==> src/rtl/upload_pkg.sv <==
// Shared types and constants for the upload packetizer: frame state encoding,
// default sync bytes and length-field geometry.
package upload_pkg;

  typedef enum logic [3:0] {
    ST_IDLE,
    ST_COLLECT,
    ST_HDR0,
    ST_HDR1,
    ST_SRC,
    ST_LENH,
    ST_LENL,
    ST_PAY,
    ST_CSUM
  } frame_state_e;

  localparam logic [7:0] SYNC0_DEF = 8'hAA;
  localparam logic [7:0] SYNC1_DEF = 8'h55;
  localparam int         HDR_LEN   = 5;
  localparam int         LEN_W     = 16;

  // Bytes on the wire for one frame: header, payload, trailing checksum.
  function automatic int frame_bytes(input int len);
    return HDR_LEN + len + 1;
  endfunction

endpackage

==> src/rtl/pkt_buf_ram.sv <==
// Payload byte buffer: one write port, one synchronous read port.
// Written as a plain memory array so it maps onto block RAM.
module pkt_buf_ram #(
  parameter int DEPTH = 256,
  parameter int AW    = $clog2(DEPTH)
) (
  input  logic          clk,
  input  logic          we_i,
  input  logic [AW-1:0] waddr_i,
  input  logic [7:0]    wdata_i,
  input  logic [AW-1:0] raddr_i,
  output logic [7:0]    rdata_o
);

  logic [7:0] mem_q [DEPTH];
  logic [7:0] rdata_q;

  always_ff @(posedge clk) begin
    if (we_i) mem_q[waddr_i] <= wdata_i;
    rdata_q <= mem_q[raddr_i];
  end

  assign rdata_o = rdata_q;

endmodule

==> src/rtl/upload_packetizer.sv <==
// Frames the merged upload byte stream into SYNC0 SYNC1 src len_hi len_lo
// payload.. checksum packets for the host link, buffering one packet at a time.
module upload_packetizer
  import upload_pkg::*;
#(
  parameter int         MAX_LEN        = 256,
  parameter int         TIMEOUT_CYCLES = 1000,
  parameter logic [7:0] SYNC0          = SYNC0_DEF,
  parameter logic [7:0] SYNC1          = SYNC1_DEF
) (
  input  logic       clk,
  input  logic       rst_n,
  input  logic       in_req,
  input  logic [7:0] in_data,
  input  logic [7:0] in_source,
  input  logic       in_valid,
  output logic       in_ready,
  output logic [7:0] out_data,
  output logic       out_valid,
  input  logic       out_ready,
  output logic       out_sof,
  output logic       out_eof,
  output logic       busy
);

  localparam int AW = $clog2(MAX_LEN);
  localparam int TW = (TIMEOUT_CYCLES > 1) ? $clog2(TIMEOUT_CYCLES) : 1;

  frame_state_e     state_q, state_d;
  logic             rdy_en_q;
  logic [LEN_W-1:0] len_q, len_d, len_n;
  logic [LEN_W-1:0] rd_ptr_q, rd_ptr_d;
  logic [7:0]       src_q, src_d, src_n;
  logic [7:0]       csum_q, csum_d, csum_n;
  logic [TW-1:0]    idle_q, idle_d;
  logic [7:0]       out_data_q, out_data_d;
  logic             out_valid_q, out_valid_d;
  logic             sof_q, sof_d, eof_q, eof_d;

  logic             acc, go_hdr, src_mismatch, hs;
  logic [7:0]       ram_rdata;

  assign hs           = out_valid_q && out_ready;
  assign src_mismatch = in_valid && (in_source != src_q);

  // Read address is the next pointer, so the RAM output already holds the
  // byte the output register will need on the following handshake.
  pkt_buf_ram #(.DEPTH(MAX_LEN), .AW(AW)) u_buf (
    .clk     (clk),
    .we_i    (acc),
    .waddr_i ((state_q == ST_IDLE) ? '0 : len_q[AW-1:0]),
    .wdata_i (in_data),
    .raddr_i (rd_ptr_d[AW-1:0]),
    .rdata_o (ram_rdata)
  );

  always_comb begin
    state_d     = state_q;
    idle_d      = idle_q;
    rd_ptr_d    = rd_ptr_q;
    out_data_d  = out_data_q;
    out_valid_d = out_valid_q;
    sof_d       = sof_q;
    eof_d       = eof_q;
    in_ready    = 1'b0;
    acc         = 1'b0;
    go_hdr      = 1'b0;
    len_n       = len_q;
    csum_n      = csum_q;
    src_n       = src_q;

    unique case (state_q)
      ST_IDLE: begin
        in_ready = rdy_en_q;
        acc      = in_valid && rdy_en_q;
        if (acc) begin
          len_n  = LEN_W'(1);
          csum_n = in_data;
          src_n  = in_source;
          if (in_req) state_d = ST_COLLECT;
          else        go_hdr  = 1'b1;
        end
      end
      ST_COLLECT: begin
        // A byte from another source is refused and left for the next packet.
        in_ready = !src_mismatch;
        acc      = in_valid && !src_mismatch;
        if (acc) begin
          len_n  = len_q + 1'b1;
          csum_n = csum_q + in_data;
          idle_d = '0;
          if (!in_req || len_n == LEN_W'(MAX_LEN)) go_hdr = 1'b1;
        end else if (src_mismatch || idle_q == TW'(TIMEOUT_CYCLES - 1)) begin
          go_hdr = 1'b1;
        end else begin
          idle_d = idle_q + 1'b1;
        end
      end
      ST_HDR0: if (hs) begin
        state_d    = ST_HDR1;
        out_data_d = SYNC1;
        sof_d      = 1'b0;
      end
      ST_HDR1: if (hs) begin
        state_d    = ST_SRC;
        out_data_d = src_q;
      end
      ST_SRC: if (hs) begin
        state_d    = ST_LENH;
        out_data_d = len_q[15:8];
      end
      ST_LENH: if (hs) begin
        state_d    = ST_LENL;
        out_data_d = len_q[7:0];
      end
      ST_LENL: if (hs) begin
        state_d    = ST_PAY;
        out_data_d = ram_rdata;
        rd_ptr_d   = LEN_W'(1);
      end
      ST_PAY: if (hs) begin
        if (rd_ptr_q == len_q) begin
          state_d    = ST_CSUM;
          out_data_d = csum_q;
          eof_d      = 1'b1;
          rd_ptr_d   = '0;
        end else begin
          out_data_d = ram_rdata;
          rd_ptr_d   = rd_ptr_q + 1'b1;
        end
      end
      ST_CSUM: if (hs) begin
        state_d     = ST_IDLE;
        out_data_d  = '0;
        out_valid_d = 1'b0;
        eof_d       = 1'b0;
      end
      default: state_d = ST_IDLE;
    endcase

    len_d  = len_n;
    src_d  = src_n;
    csum_d = csum_n;

    // Payload sum is complete here; fold in the header fields once.
    if (go_hdr) begin
      state_d     = ST_HDR0;
      idle_d      = '0;
      csum_d      = csum_n + src_n + len_n[15:8] + len_n[7:0];
      out_data_d  = SYNC0;
      out_valid_d = 1'b1;
      sof_d       = 1'b1;
    end
  end

  always_ff @(posedge clk or negedge rst_n) begin
    if (!rst_n) begin
      state_q     <= ST_IDLE;
      rdy_en_q    <= 1'b0;
      len_q       <= '0;
      rd_ptr_q    <= '0;
      src_q       <= '0;
      csum_q      <= '0;
      idle_q      <= '0;
      out_data_q  <= '0;
      out_valid_q <= 1'b0;
      sof_q       <= 1'b0;
      eof_q       <= 1'b0;
    end else begin
      state_q     <= state_d;
      rdy_en_q    <= 1'b1;
      len_q       <= len_d;
      rd_ptr_q    <= rd_ptr_d;
      src_q       <= src_d;
      csum_q      <= csum_d;
      idle_q      <= idle_d;
      out_data_q  <= out_data_d;
      out_valid_q <= out_valid_d;
      sof_q       <= sof_d;
      eof_q       <= eof_d;
    end
  end

  assign out_data  = out_data_q;
  assign out_valid = out_valid_q;
  assign out_sof   = sof_q;
  assign out_eof   = eof_q;
  assign busy      = (state_q != ST_IDLE);

endmodule
==> config.mk <==
export PLATFORM = sky130hd
export DESIGN_NAME = upload_packetizer
export DESIGN_NICKNAME = d
export VERILOG_FILES = /design/src/rtl/upload_pkg.sv /design/src/rtl/pkt_buf_ram.sv /design/src/rtl/upload_packetizer.sv
export SDC_FILE = /design/constraint.sdc
export NUM_CORES = 2
export LEC_CHECK = 0
export ABC_CLOCK_PERIOD_IN_PS = 10800
export CAP_MARGIN = 20
export CORE_MARGIN = 4
export CORE_UTILIZATION = 44
export CTS_BUF_LIST = sky130_fd_sc_hd__clkbuf_8
export DETAILED_ROUTE_END_ITERATION = 8
export PLACE_DENSITY = 0.58
export SYNTH_ARGS = -nofsm -noshare
export SYNTH_HDL_FRONTEND = slang
export SYNTH_HIERARCHICAL = 1
export SYNTH_SLANG_ARGS = --single-unit
==> constraint.sdc <==
create_clock -name clk -period 10.8 [get_ports clk]
set_input_delay 3.24 -clock clk [delete_from_list [all_inputs] [get_ports clk]]
set_output_delay 3.24 -clock clk [all_outputs]
set_load 0.05 [all_outputs]
==> out/qor.txt <==
Largest net degree at the start of global routing: 178
CTS tree: done
Routed WL: 223,000 microns
RSZ-0062 raised after global routing: false
Min setup slack post-route: 2030 ps
First-pass GRT wire length: 323,000 microns
Slew HR: 0.151
Fmax: 0.114 GHz
Seq/Total Area, Yosys: 0.746
CTS clock-pin slew for the worst setup and hold paths: 60 ps
CTS Hold Buffers Added: 0
Hold path startpoint: out_sof$_DFFE_PN0P_
Layout cells sized above 1: 0.215
Clk_lat worst skew: 1060 ps
CP endpoint kind: output port
Dpl ws: 1810 ps
Clock skew: 72.6 ps
Final Util: 0.491
Pre-Repair DR Iteration Count: 7
Slew at the pin closest to its max-slew limit: 1260 ps
Wirelength per Cell: 30.0 microns
Placed cell count: 6,797
Drc violations: 0
Max Slew Vio Count: 0
Nets@finish: 4,691
Via density: 6.02
Hold path depth: 1
Commonest non-fill, non-tap cell in the layout: edfxtp_1
Crit path from: in_source[1]
Syn. warnings: 6
Synthesized area: 0.0851 sq mm
Max Root-Sink Buffers: 4
Worst R2R Path Depth: 12
CTS Sinks: 2,130
Post-route setup TNS: 0 ps
Critical Path Source Type: primary input
Kind of critical path: in2out
Post-cts sizing count: 0
Final non-filler cell total: 7,411
Initial antenna violation count: 5
Most frequent cells in the layout: 2,048 x edfxtp_1, 454 x mux4_2, 371 x clkbuf_8
Area grow syn2layout: 11.0%
# fillers: 15,862
Count of unique library cells instantiated by Yosys: 86
Height of the die: 448 microns
Synth Area per Inst: 19.3 sq um
Final Wtd Congestion: 0.831
Vias in the first global route: 44,991
Max Cap Viol: 0
Worst Hold Class: reg2reg
Detailed placement HPWL: 137,000 microns
Port Buffers: 33
Core area: 0.193 sq mm
Reg2Reg Capture Point: u_buf/rdata_o[2]$_DFF_P_
Peak VDD IR: 216 uV
Final setup vio count: 0
Reg2Reg Launch Point: state_q[0]$_DFFE_PN0P_
Final Hold Fails: 0
CTS H-tree lvls: 5
Worst Path Max Fanout: 4
Prevailing post-synth register cell: edfxtp_1
Die X: 448 microns
Num ports: 34
DRT iter0 DRCs: 4,628
Yosys reg bits: 2,130
Status: complete, no violations
Antenna Nets Post-Route: 0
Die Area: 0.201 sq mm
Remaining Overflow, GRT: 0
PD cells: 224 mW/mm^2
P_leak: 30.1 nW
Worst path arrival time: 5530 ps
Tcrit/Tclk final: 0.812
Setup Buffers After CTS: 0
Reg2reg setup slack: 3900 ps
Period minus WS final: 8770 ps
GRT Overall Usage: 0.222
Worst Hold Endpoint: out_sof$_DFFE_PN0P_
EDFF count, synth: 2,048
Asr flop ratio synth: 0.0347
Cells after synthesis: 4,413
CTS buffer count: 358
Via count: 44,641
Post-synth net total: 4,466
Worst Path Required: 7560 ps
Clock root cell: clkbuf_8
Initial cell density of the core: 0.442
# rows: 161
==> kinds of logic (layout without fill, tap and decap cells) <==
family	Yosys count	in the layout	synth area share
AO/OA/AOI/OAI	564	564	0.0448
XOR/XNOR	39	39	0.00419
adder cells (fa/ha/maj)	32	32	0.00602
buffers and inverters	323	792	0.0211
flip-flops	2130	2130	0.746
multiplexers	601	601	0.138
other	1	4	0.0000440
AND/OR/NAND/NOR	723	723	0.0400
==> report_power, final <==
part	total, W	switching, W	internal (W)
Combinational	0.00546	0.00300	0.00246
Sequential	0.00928	0.000141	0.00914
Clock	0.00644	0.00313	0.00330
Total	0.0212	0.00628	0.0149
==> per-stage QoR <==
| stage | power (W) | instance area, sq um | hold WS (ps) |
|---|---|---|---|
| floorplan | 0.0135 | 85100 | 471 |
| global placement | 0.0149 | 88100 | 462 |
| detailed placement | 0.0150 | 88100 | 475 |
| CTS | 0.0214 | 94400 | 489 |
| global route | 0.0221 | 94500 | 522 |
| finish | 0.0212 | 94500 | 483 |
==> critical path: stages <==
cell	delay, ps
clkdlybuf4s50_1	440
xnor2_1	220
nand4_1	240
nor2_1	280
nor2_1	80
o21ai_0	150
clkdlybuf4s50_1	870
==> state kept, by name (all words and copies together), names as in the netlist <==
signal         flops
u_buf/mem_q     2048
len_q             16
rd_ptr_q          16
idle_q            10
csum_q             8
out_data           8
src_q              8
u_buf/rdata_o      8
state_q            4
out_eof            1
out_sof            1
out_valid          1
rdy_en_q           1
==> metal layers <==
metal | vias up | track usage | routed length (microns)
li1 | 18588 | - | -
met1 | 23761 | 0.324 | 94700
met2 | 1973 | 0.341 | 104000
met3 | 319 | 0.0485 | 18500
met4 | 0 | 0.0641 | 5520
met5 | - | 0 | 0
==> synth_stat cells (45+ instances only) <==
master	count	area, sq um
nor2b_1	47	294
a22oi_1	134	1010
mux4_2	454	10200
inv_1	45	169
a21oi_1	132	661
o221ai_1	46	403
nand2_1	118	443
edfxtp_1	2048	61500
clkbuf_1	147	552
nand3_1	49	245
o21ai_0	78	390
nor2_1	328	1230
mux2i_1	137	1370
dfrtp_1	74	1850
==> how the worst max path moves through the flow <==
stage	slack, ps	end	cells after the start
2_1_floorplan	2610	in_ready	5
3_3_place_gp	1510	u_buf/rdata_o[4]$_DFF_P_	14
3_5_place_dp	1810	u_buf/rdata_o[2]$_DFF_P_	11
4_1_cts	2000	in_ready	7
5_1_grt	1870	in_ready	7
6_report	2030	in_ready	7
==> layout make-up <==
type,instances,area (sq um),share of cell area
sequential,2130,63500,0.672
multi-input combinational,1960,20000,0.211
clock buffer,371,5110,0.0540
tap,2526,3160,0.0334
timing repair buffer,142,1420,0.0151
clock inverter,233,1120,0.0119
inverter,46,173,0.00183
antenna,3,7.51,0.0000795
(Power assumes the default switching activity.)
